==> src/rtl/blink_controller.sv <==
// ---------------------------------------------------------------------------
// blink_controller
//
// Accepts a blink job (on length, off length, period count) through a
// valid/ready handshake. It then drives a registered blink waveform for the
// requested number of on/off periods, and pulses done for one cycle at the
// end. Requests that arrive while a job is running are dropped, not queued.
//
// Optional feature: define BLINK_CONTROLLER_ABORT_EN to add an abort input.
// abort ends a running job early: the job goes through DONE, so done still
// pulses.
//
// Ports
//   clock        : single clock, all state on its rising edge
//   reset_n      : asynchronous active-low reset
//   start_valid  : a job request is present
//   start_ready  : block can accept a job (high only in IDLE)
//   on_cycles    : high-phase length in cycles (0 is treated as 1)
//   off_cycles   : low-phase length in cycles (0 is treated as 1)
//   repeats      : number of on/off periods (0 goes straight to DONE)
//   blinker      : registered blink output, high only in ON
//   busy         : job in progress (ON, OFF or DONE)
//   done         : one-cycle pulse in DONE
//   abort        : (BLINK_CONTROLLER_ABORT_EN only) end the running job early
// ---------------------------------------------------------------------------
module blink_controller #(
    parameter int CNT_W = 16,
    parameter int REP_W = 8
) (
    input  logic             clock,
    input  logic             reset_n,
    input  logic             start_valid,
    output logic             start_ready,
    input  logic [CNT_W-1:0] on_cycles,
    input  logic [CNT_W-1:0] off_cycles,
    input  logic [REP_W-1:0] repeats,
    output logic             blinker,
    output logic             busy,
    output logic             done
`ifdef BLINK_CONTROLLER_ABORT_EN
    ,
    input  logic             abort
`endif
);

    typedef enum logic [1:0] {
        IDLE = 2'd0,
        ON   = 2'd1,
        OFF  = 2'd2,
        DONE = 2'd3
    } state_t;

    state_t           state_q,   state_d;
    logic [CNT_W-1:0] phase_q,   phase_d;
    logic [REP_W-1:0] period_q,  period_d;
    logic [CNT_W-1:0] on_len_q,  on_len_d;
    logic [CNT_W-1:0] off_len_q, off_len_d;
    logic             blinker_q, blinker_d;
    logic             abort_hit;

    // The phase counter holds the number of cycles still to go after the
    // current one. A length of 0 is clamped to 1, so both 0 and 1 load 0.
    // The maximum length 2^CNT_W-1 loads 2^CNT_W-2, so no extra counter bit
    // is needed.
    function automatic logic [CNT_W-1:0] len_m1(input logic [CNT_W-1:0] len);
        return (len == '0) ? '0 : len - 1'b1;
    endfunction

`ifdef BLINK_CONTROLLER_ABORT_EN
    assign abort_hit = abort;
`else
    assign abort_hit = 1'b0;
`endif

    always_comb begin
        state_d   = state_q;
        phase_d   = phase_q;
        period_d  = period_q;
        on_len_d  = on_len_q;
        off_len_d = off_len_q;

        case (state_q)
            IDLE: begin
                if (start_valid) begin
                    on_len_d  = on_cycles;
                    off_len_d = off_cycles;
                    period_d  = repeats;
                    phase_d   = len_m1(on_cycles);
                    state_d   = (repeats == '0) ? DONE : ON;
                end
            end
            ON: begin
                // abort wins over a phase ending in the same cycle
                if (abort_hit) begin
                    state_d = DONE;
                end else if (phase_q == '0) begin
                    phase_d = len_m1(off_len_q);
                    state_d = OFF;
                end else begin
                    phase_d = phase_q - 1'b1;
                end
            end
            OFF: begin
                if (abort_hit) begin
                    state_d = DONE;
                end else if (phase_q == '0) begin
                    // A period ends here. Go back to ON with no gap cycle,
                    // or finish if this was the last period.
                    period_d = period_q - 1'b1;
                    if (period_q == REP_W'(1)) begin
                        state_d = DONE;
                    end else begin
                        phase_d = len_m1(on_len_q);
                        state_d = ON;
                    end
                end else begin
                    phase_d = phase_q - 1'b1;
                end
            end
            DONE: begin
                state_d = IDLE;
            end
            default: begin
                state_d = IDLE;
            end
        endcase

        // blinker is registered from the next state, so it lines up exactly
        // with the ON state and does not lag it.
        blinker_d = (state_d == ON);
    end

    always_ff @(posedge clock or negedge reset_n) begin
        if (!reset_n) begin
            state_q   <= IDLE;
            phase_q   <= '0;
            period_q  <= '0;
            on_len_q  <= '0;
            off_len_q <= '0;
            blinker_q <= 1'b0;
        end else begin
            state_q   <= state_d;
            phase_q   <= phase_d;
            period_q  <= period_d;
            on_len_q  <= on_len_d;
            off_len_q <= off_len_d;
            blinker_q <= blinker_d;
        end
    end

    assign blinker     = blinker_q;
    assign start_ready = (state_q == IDLE);
    assign busy        = (state_q != IDLE);
    assign done        = (state_q == DONE);

endmodule

==> config.mk <==
export PLATFORM = sky130hd
export DESIGN_NAME = blink_controller
export DESIGN_NICKNAME = d
export VERILOG_FILES = /design/src/rtl/blink_controller.sv
export SDC_FILE = /design/constraint.sdc
export NUM_CORES = 1
export LEC_CHECK = 0
export ABC_AREA = 1
export CAP_MARGIN = 20
export CORE_MARGIN = 8
export CORE_UTILIZATION = 55
export CTS_CLUSTER_SIZE = 40
export DETAILED_ROUTE_END_ITERATION = 10
export PLACE_DENSITY = 0.78
export SLEW_MARGIN = 20
export SYNTH_ARGS = -nofsm -noshare
export SYNTH_HDL_FRONTEND = slang
export SYNTH_SLANG_ARGS = --single-unit
==> constraint.sdc <==
create_clock -name clock -period 1.9 [get_ports clock]
set_input_delay 0.38 -clock clock [delete_from_list [all_inputs] [get_ports clock]]
set_output_delay 0.38 -clock clock [all_outputs]
set_load 0.02 [all_outputs]
# --- Word-level counts from Yosys, hierarchy flattened ---
# Cells that the tools add are included.
# Widths: inputs -> output; s select.
totals:
  wordCells: 48
  ff_bits: 59
  out_inout_bits: 4
  inputBits: 43
op_classes:
  addsub: 5
  n_mux: 17
  eq_ne: 8
  n_reduce_logical: 12
ops:
  columns: ["op", "count"]
  rows:
  - ["$mux 16", 7]
  - ["$logic_not 16->1", 4]
  - ["$sub 16x1->16 const B", 4]
  - ["$pmux 16 s3", 1]
  - ["$mux 8", 2]
  - ["$pmux 8 s2", 1]
  - ["$mux 2", 5]
  - ["$eq 8x1->1 const B", 1]
  - ["$logic_not 8->1", 1]
  - ["$pmux 2 s4", 1]
  - ["$sub 8x1->8 const B", 1]
  - ["$reduce_and 3->1", 2]
  - ["$eq 2x1->1 const B", 2]
  - ["$eq 2x2->1 const B", 2]
  - ["$ne 2x2->1 const B", 2]
  - ["$reduce_bool 2->1", 2]
  - ["$ne 3x3->1 const B", 1]
  - ["$reduce_bool 3->1", 1]
  - ["$logic_not 2->1", 1]
  - ["$reduce_and 2->1", 1]

# --- Logic depth before layout (Yosys ltp) ---
# Gate-level depths: netlist (run 1).
logic_depth:
  ltp_word: 5
  ltp_mapped: 12
  depth_no_buf: 12

# --- Worst setup path after synthesis (run 1) ---
# OpenSTA, ideal clock, no wires.
synth_timing:
  kind: "reg-to-reg"
  startpoint: "register state_q[0]"
  endpoint: "register phase_q[0]"
  setup_time_ns: 0.073
  period_less_slack_ns: 2.028
  t_required_ns: 1.827
  path_stages_with_launch: 9
  path_buffers: 1
  slack_ns: -0.128
  arrival_time_ns: 1.955
  cell_sequence: "dfrtp_1 > inv_1 > ha_1 > inv_1 > nor2_1 > nor2_1 > clkbuf_1 > a21oi_1 > a21oi_2"
synth_via:
  elab_chain_len: 3
  word_cells_on_any_way: 8
  cone_classes: "eq/ne (4); mux (1); reduce/logical (3)"
synth_lines:
  columns: ["item", "line_no", "rtl"]
  rows:
  - ["from (decl)", "53", "state_t state_q, state_d;"]
  - ["from (signal assigned)", "142", "state_q <= state_d;"]
  - ["$logic_not 2->1 (*)", null, null]
  - ["named net start_ready", "33", "output logic start_ready,"]
  - ["$ne 2x2->1 (no source line) / $reduce_bool 3->1 (equally long branches)", null, null]
  - ["$reduce_and 3->1 (no source line)", null, null]
  - ["to (signal assigned)", "143", "phase_q <= phase_d;"]
  - ["to (decl)", "54", "logic [CNT_W-1:0] phase_q, phase_d;"]
# Mark *: on every way through the listed nets, which the timed path passes. The rest lies on a longest branch.
# A chain may end at the register's enable or synchronous reset.

# --- Worst setup path in the final report (run 1) ---
layout_timing:
  startpoint: "input on_cycles[1]"
  endpoint: "register phase_q[14]"
layout_via:
  elab_chain_len: 4
  word_cells_on_any_way: 5
  cone_classes: "add/sub (1); mux (3); reduce/logical (1)"
layout_lines:
  columns: ["item", "line_no", "rtl"]
  rows:
  - ["from (decl)", "34", "input logic [CNT_W-1:0] on_cycles,"]
  - ["$sub 16x1->16 / $logic_not 16->1 (equally long branches)", "66", "return (len == '0) ? '0 : len - 1'b1;"]
  - ["$mux 16 (*)", "66", null]
  - ["$mux 16 (*)", "84", "if (start_valid) begin"]
  - ["$pmux 16 s3 (*)", "82", "case (state_q)"]
# Every way passes the cells marked *; elsewhere a longest branch is shown, timed or not. The select of a mux whose other input is x is not followed.

==> impl_metrics.env, run 1 <==
export IMPL_status="finished clean"
export IMPL_async_flop_share_pct=100
export IMPL_start_util_pct=56.2
export IMPL_ys_flop_type="dfrtp_1"
export IMPL_syn_area_per_cell_um2=6.67
export IMPL_p_sw_share_pct=23.9
export IMPL_grt_use_total_pct=23.3
export IMPL_wire_per_inst_um=14.9
export IMPL_dieArea_mm2=0.0115
export IMPL_rsz0062_at_grt="yes"
export IMPL_dieHeight_um=107
export IMPL_power_leakage_nw=2.88
export IMPL_antenna_found_initial=0
export IMPL_finalCriticalPeriod_ns=1.85
export IMPL_numPortBuffers=46
export IMPL_synthDistinctLibCells=39
export IMPL_grt_max_degree=60
export IMPL_io_pins=47
export IMPL_finClkSkew_ns=0.0118
export IMPL_p_int_mw=1.90
export IMPL_power_frac_clock_pct=40.8
export IMPL_slew_headroom_pct=77.3
export IMPL_slew_violations=0
export IMPL_crit_type="in -> reg"
export IMPL_drt_pre_antenna_iters=5
export IMPL_vias_per_cell=5.54
export IMPL_hold_path_class="in -> async"
export IMPL_fill_cells=655
export IMPL_path_max_fanout=7
export IMPL_grt_pass1_wl_um=21800
export IMPL_antennaDiodeCount=0
export IMPL_drtIter0Drc=320
export IMPL_finalNetCount=848
export IMPL_core_area_mm2=0.00818
export IMPL_drc=0
export IMPL_end_kind="register"
export IMPL_routed_wl_um=13400
export IMPL_numCtsBuffers=9
export IMPL_crit_path_start_kind="input pin"
export IMPL_setup_viol=0
export IMPL_clkTransAtPathRegs_ns=0.07
export IMPL_grt_pass1_vias=4812
export IMPL_ys_warn_count=0
export IMPL_die_w_um=107
export IMPL_num_rows=33
export IMPL_ys_seq_elements=59
export IMPL_power_switching_mw=0.598
export IMPL_synth_edf_count=0
export IMPL_stdcell_count=903
export IMPL_cts_buffer_depth=2
export IMPL_worstSkewPairLatency_ns=0.34
export IMPL_fin_crit_sh_pct=97.6
export IMPL_hpwl_um=10100
export IMPL_max_freq_mhz=539
export IMPL_maxCapViolations=0
export IMPL_powerDensity_mw_per_mm2=421
export IMPL_syn_num_nets=742
export IMPL_pwr_share_comb_pct=9.0
export IMPL_worstMarginPinSlew_ns=0.337
export IMPL_root_buffer="clkbuf_8"
export IMPL_hold_slack_ns=0.0346
export IMPL_cts_max_level=3
export IMPL_syn_inst=689
export IMPL_cts_tree="done"
export IMPL_crit_arrival_ns=2.07
export IMPL_drive_gt1_share_pct=17.7
export IMPL_cts_hold_buf=0
export IMPL_finalWeightedCongestion=0.939
export IMPL_syn2layout_area_growth_pct=29.4
export IMPL_final_antenna_net_count=0
export IMPL_placed_cells=882
export IMPL_vias=5001
export IMPL_max_vdd_ir_drop_uv=342
export IMPL_hold_violations=0
export IMPL_ys_seq_area_share_pct=32.1
export IMPL_syn_area_mm2=0.00460
export IMPL_cts_sinks=59
export IMPL_gr_total_overflow=0
export IMPL_p_seq_share_pct=50.2
export IMPL_critPathRequiredTime_ns=2.11
[sequential cells by signal (all words and copies together), names as in the netlist]
register	cells
blinker	1
off_len_q	16
on_len_q	16
period_q	8
phase_q	16
state_q	2
[worst paths after layout]
kind / end / cells after the start / slack (ns) / startpoint
setup reg to reg: phase_q[0] / 10 / 0.05 / phase_q[1]
hold / removal: period_q[2] / 2 / 0.03 / reset_n
setup / recovery: phase_q[14] / 11 / 0.05 / on_cycles[1]
min in group clock: phase_q[0] / 4 / 0.45 / on_cycles[0]
hold reg to reg: on_len_q[9] / 2 / 0.52 / on_len_q[9]
max in group asynchronous: phase_q[14] / 2 / 1.59 / reset_n
[layout by cell type (no fill, tap or decap), types with 3 or more instances in the layout]
master / netlist / final
nand3_4: 1 / 3
inv_1: 81 / 77
nand2_1: 152 / 150
ha_2: 0 / 3
nor4_1: 3 / 3
nand4_1: 6 / 6
ha_1: 10 / 5
o211ai_1: 13 / 13
xnor2_1: 5 / 5
clkinv_2: 0 / 3
inv_2: 2 / 5
nor2_1: 127 / 118
nand3_2: 3 / 4
nor2_2: 6 / 13
mux2_2: 6 / 6
dfrtp_1: 59 / 59
buf_12: 0 / 4
a21oi_2: 10 / 12
buf_4: 1 / 59
a21oi_1: 46 / 44
clkdlybuf4s50_1: 0 / 41
nand3_1: 63 / 60
clkbuf_8: 0 / 11
xor2_1: 31 / 31
o21ai_0: 31 / 30
[power groups by stage]
| stage | combinational (mW) | sequential (mW) | clock, mW |
|---|---|---|---|
| final | 0.226 | 1.26 | 1.02 |
| after global placement | 0.217 | 1.28 | 0 |
| after global routing | 0.249 | 1.25 | 1.08 |
| after detailed placement | 0.219 | 1.28 | 0 |
| after floorplan | 0.0437 | 1.28 | 0 |
| after CTS | 0.220 | 1.26 | 1.03 |
[Yosys cell counts (all sizes together) (8+ instances only)]
| cell type | number | area, um2 |
|---|---|---|
| xor2 | 31 | 272 |
| buf | 8 | 53.8 |
| dfrtp | 59 | 1480 |
| o211ai | 13 | 97.6 |
| nor2 | 133 | 514 |
| clkbuf | 8 | 30.0 |
| a21oi | 56 | 318 |
| nand3 | 67 | 363 |
| o21ai | 34 | 181 |
| nand2 | 154 | 588 |
| ha | 10 | 125 |
| inv | 83 | 312 |
[area by class of cell]
class / count / area (um2) / area share, %
Clock inverter: 3 / 15.0 / 0.252
Multi-Input combinational cell: 531 / 2860 / 48.0
Tap cell: 105 / 131 / 2.21
Clock buffer: 11 / 151 / 2.54
Inverter: 83 / 314 / 5.28
Timing Repair Buffer: 111 / 1000 / 16.9
Sequential cell: 59 / 1480 / 24.8
[timing repair]
action | CTS | global route
setup buffers | 0 | 5
cloned | 0 | 2
pin swaps | 0 | 7
setup endpoints to repair | 4 | 28
gates resized for setup | 5 | 38
[routing by layer]
layer,up-vias,share of wire [%],global-route usage [%]
met1,2329,41,27.9
met3,46,7.1,5.33
met4,0,3.6,9.32
met2,191,48,39.4
met5,-,0,0
li1,2435,-,-
[kinds of logic (layout without fill, tap and decap cells)]
| kind of cell | count (synthesis) | count (layout) | share of synthesized area, % |
|---|---|---|---|
| AO/OA/AOI/OAI | 109 | 109 | 13.9 |
| XOR/XNOR | 36 | 36 | 6.86 |
| adder cells (fa/ha/maj) | 10 | 10 | 2.72 |
| buffers and inverters | 99 | 208 | 8.60 |
| flip-flops | 59 | 59 | 32.1 |
| multiplexers | 6 | 6 | 1.47 |
| AND/OR/NAND/NOR | 370 | 370 | 34.3 |
[critical path, cell delays in order]
cell and delay [ns]:
clkdlybuf4s50_1 0.43, inv_2 0.09, ha_4 0.15, nand3_4 0.09, nor3_4 0.17, nand2_2 0.11
o21ai_4 0.22, clkbuf_16 0.18, nor2_1 0.04, nor2_1 0.12, a21oi_1 0.09
[per-stage QoR]
step | cell area, um2 | TNS (ns) | utilization (%) | setup slack, ns | power (mW)
final | 5950 | 0 | 72.8 | 0.0450 | 2.50
after global routing | 5950 | -0.288 | 72.8 | -0.0781 | 2.59
after CTS | 5760 | -0.00432 | 70.4 | -0.00432 | 2.51
after detailed placement | 5590 | -4.22 | 68.4 | -0.296 | 1.50
after global placement | 5590 | -3.24 | 68.4 | -0.230 | 1.50
after floorplan | 4600 | 0 | - | 0.0421 | 1.32
Power figures use the tool's default switching activity.
==> inputs of run 2 (changes only) <==
clock period = 2.2 ns   (was 1.9 ns; I/O delays follow)
==> run 2 against run 1 <==
Against the previous run: clock skew is 0.00067 ns higher; first-iteration DRC count rose by 9.1%; worst setup slack improved by 0.11 ns; final cell count fell by 4.7%; combinational power down 25%; critical path depth shrank 7; worst hold slack improved by 0.028 ns; routed wire length down 5.6%; global-route usage shrank 0.35 points; non-clock buffer count is 44 lower; core utilization down 5.0 points; power is 3.3% lower.
==> impl_metrics.env, run 2 (synthesized netlist as in run 1, its figures left out) <==
export IMPL_crit_arrival_ns=1.60
export IMPL_fin_ws_ns=0.156
export IMPL_clkTransAtPathRegs_ns=0.08
export IMPL_largestRegisters="off_len_q (16), on_len_q (16), phase_q (16)"
export IMPL_cts_max_level=3
export IMPL_routed_wl_um=12700
export IMPL_dr_max_layer_used="met4"
export IMPL_hold_path_class="in -> async"
export IMPL_worstMarginPinSlew_ns=0.573
export IMPL_antennaDiodeCount=0
export IMPL_vias=4754
export IMPL_final_antenna_net_count=0
export IMPL_worstSkewPairLatency_ns=0.36
export IMPL_crit_path_start_kind="register"
export IMPL_power_frac_clock_pct=48.2
export IMPL_slew_violations=0
export IMPL_dieHeight_um=107
export IMPL_wire_per_inst_um=14.7
export IMPL_cts_hold_buf=0
export IMPL_setup_tns_ns=0
export IMPL_max_vdd_ir_drop_uv=348
export IMPL_rsz0062_at_grt="no"
export IMPL_multi_input_area_mm2=0.00275
export IMPL_drtIter0Drc=349
export IMPL_wl_met1_um=5320
export IMPL_num_rows=33
export IMPL_vias_per_cell=5.52
export IMPL_finalInstanceArea_mm2=0.00554
export IMPL_setup_viol=0
export IMPL_finalWeightedCongestion=0.905
export IMPL_fill_cells=707
export IMPL_drive_gt1_share_pct=9.79
export IMPL_status="finished clean"
export IMPL_wl_met3_um=837
export IMPL_cts_tree="done"
export IMPL_core_area_mm2=0.00818
export IMPL_gr_total_overflow=0
export IMPL_p_sw_share_pct=23.9
export IMPL_hpwl_um=10000
export IMPL_p_int_mw=1.84
export IMPL_dpl_worst_slack_ns=-0.0613
export IMPL_root_buffer="clkbuf_8"
export IMPL_p_seq_share_pct=44.8
export IMPL_powerDensity_mw_per_mm2=437
export IMPL_slew_headroom_pct=61.8
export IMPL_pwr_share_comb_pct=7.0
export IMPL_dr_wl_met2_um=6190
export IMPL_die_w_um=107
export IMPL_placed_area_mm2=0.00530
export IMPL_fin_crit_sh_pct=92.9
export IMPL_end_kind="output pin"
export IMPL_grt_pass1_vias=4702
export IMPL_syn2layout_area_growth_pct=20.6
export IMPL_cts_sinks=59
export IMPL_worst_r2r_setup_slack_ns=0.21
export IMPL_hold_violations=0
export IMPL_cts_buffer_depth=2
export IMPL_numCtsBuffers=9
export IMPL_antenna_found_initial=0
export IMPL_power_leakage_nw=2.63
export IMPL_start_util_pct=56.2
export IMPL_maxCapViolations=0
export IMPL_grt_use_total_pct=22.9
export IMPL_grt_max_degree=45
export IMPL_max_freq_mhz=489
export IMPL_finalCriticalPeriod_ns=2.04
export IMPL_ff_latch_area_mm2=0.00148
export IMPL_final_cell_mix="151 x nand2_1, 126 x nor2_1, 81 x inv_1, 63 x nand3_1, 59 x dfrtp_1"
export IMPL_final_common_cell="nand2_1"
export IMPL_drc=0
export IMPL_critPathRequiredTime_ns=1.76
export IMPL_numPortBuffers=46
export IMPL_grt_pass1_wl_um=21400
export IMPL_finClkSkew_ns=0.0125
export IMPL_io_pins=47
export IMPL_drt_pre_antenna_iters=5
export IMPL_finalNetCount=804
export IMPL_dieArea_mm2=0.0115
export IMPL_power_switching_mw=0.578
export IMPL_crit_type="reg -> out"
export IMPL_path_max_fanout=5
export IMPL_cts_setup_buffers=0
-- run 2: stage by stage --
stage	instances	power, mW	hold WS, ns	util (%)
final	861	2.42	0.0629	67.8
after global routing	861	2.48	0.116	67.8
after CTS	861	2.42	0.0873	67.6
after detailed placement	845	1.28	0.468	64.8
after global placement	845	1.27	0.462	64.8
after floorplan	689	1.14	0.144	-
-- run 2: worst paths after layout --
| kind | cells after the start | end | startpoint |
|---|---|---|---|
| max | 4 | busy | state_q[0] |
| min | 1 | period_q[0] | reset_n |
| max reg2reg | 10 | phase_q[13] | phase_q[0] |
| min reg2reg | 2 | on_len_q[9] | on_len_q[9] |
| max in group asynchronous | 2 | on_len_q[7] | reset_n |
| min in group clock | 2 | on_len_q[9] | on_len_q[9] |
-- run 2: final cells by class --
type | instances | share of cell area (%)
multi-input cells | 531 | 49.6
flip-flops and latches | 59 | 26.6
repair buffers | 67 | 11.7
inverters | 83 | 5.66
clock buffers | 10 | 2.48
well taps | 105 | 2.37
clock inverters | 6 | 1.60
-- run 2: timing repair --
| action | 4_1_cts | 5_1_grt |
|---|---|---|
| endpoints found under the setup margin | 2 | 10 |
| pin swaps | 0 | 0 |
| gates resized for setup | 2 | 4 |
-- run 2: worst max-delay path, cell delays in order, from the launching register on --
cell and delay (ns):
dfrtp_1 0.42, inv_1 0.12, ha_1 0.28, inv_1 0.10
dlygate4sd2_1 0.33
-- run 2: layer usage --
| layer | vias up | global-route usage [%] |
|---|---|---|
| met3 | 31 | 4.43 |
| met4 | 0 | 10.8 |
| met5 | - | 0 |
| met1 | 2200 | 27.1 |
| li1 | 2352 | - |
| met2 | 171 | 39.1 |
-- run 2: power groups by stage --
stage	combinational, mW	sequential, mW	clock (mW)
finish	0.170	1.08	1.17
floorplan	0.0377	1.11	0
global placement	0.169	1.10	0
global route	0.187	1.08	1.21
detailed placement	0.170	1.10	0
CTS	0.172	1.08	1.17
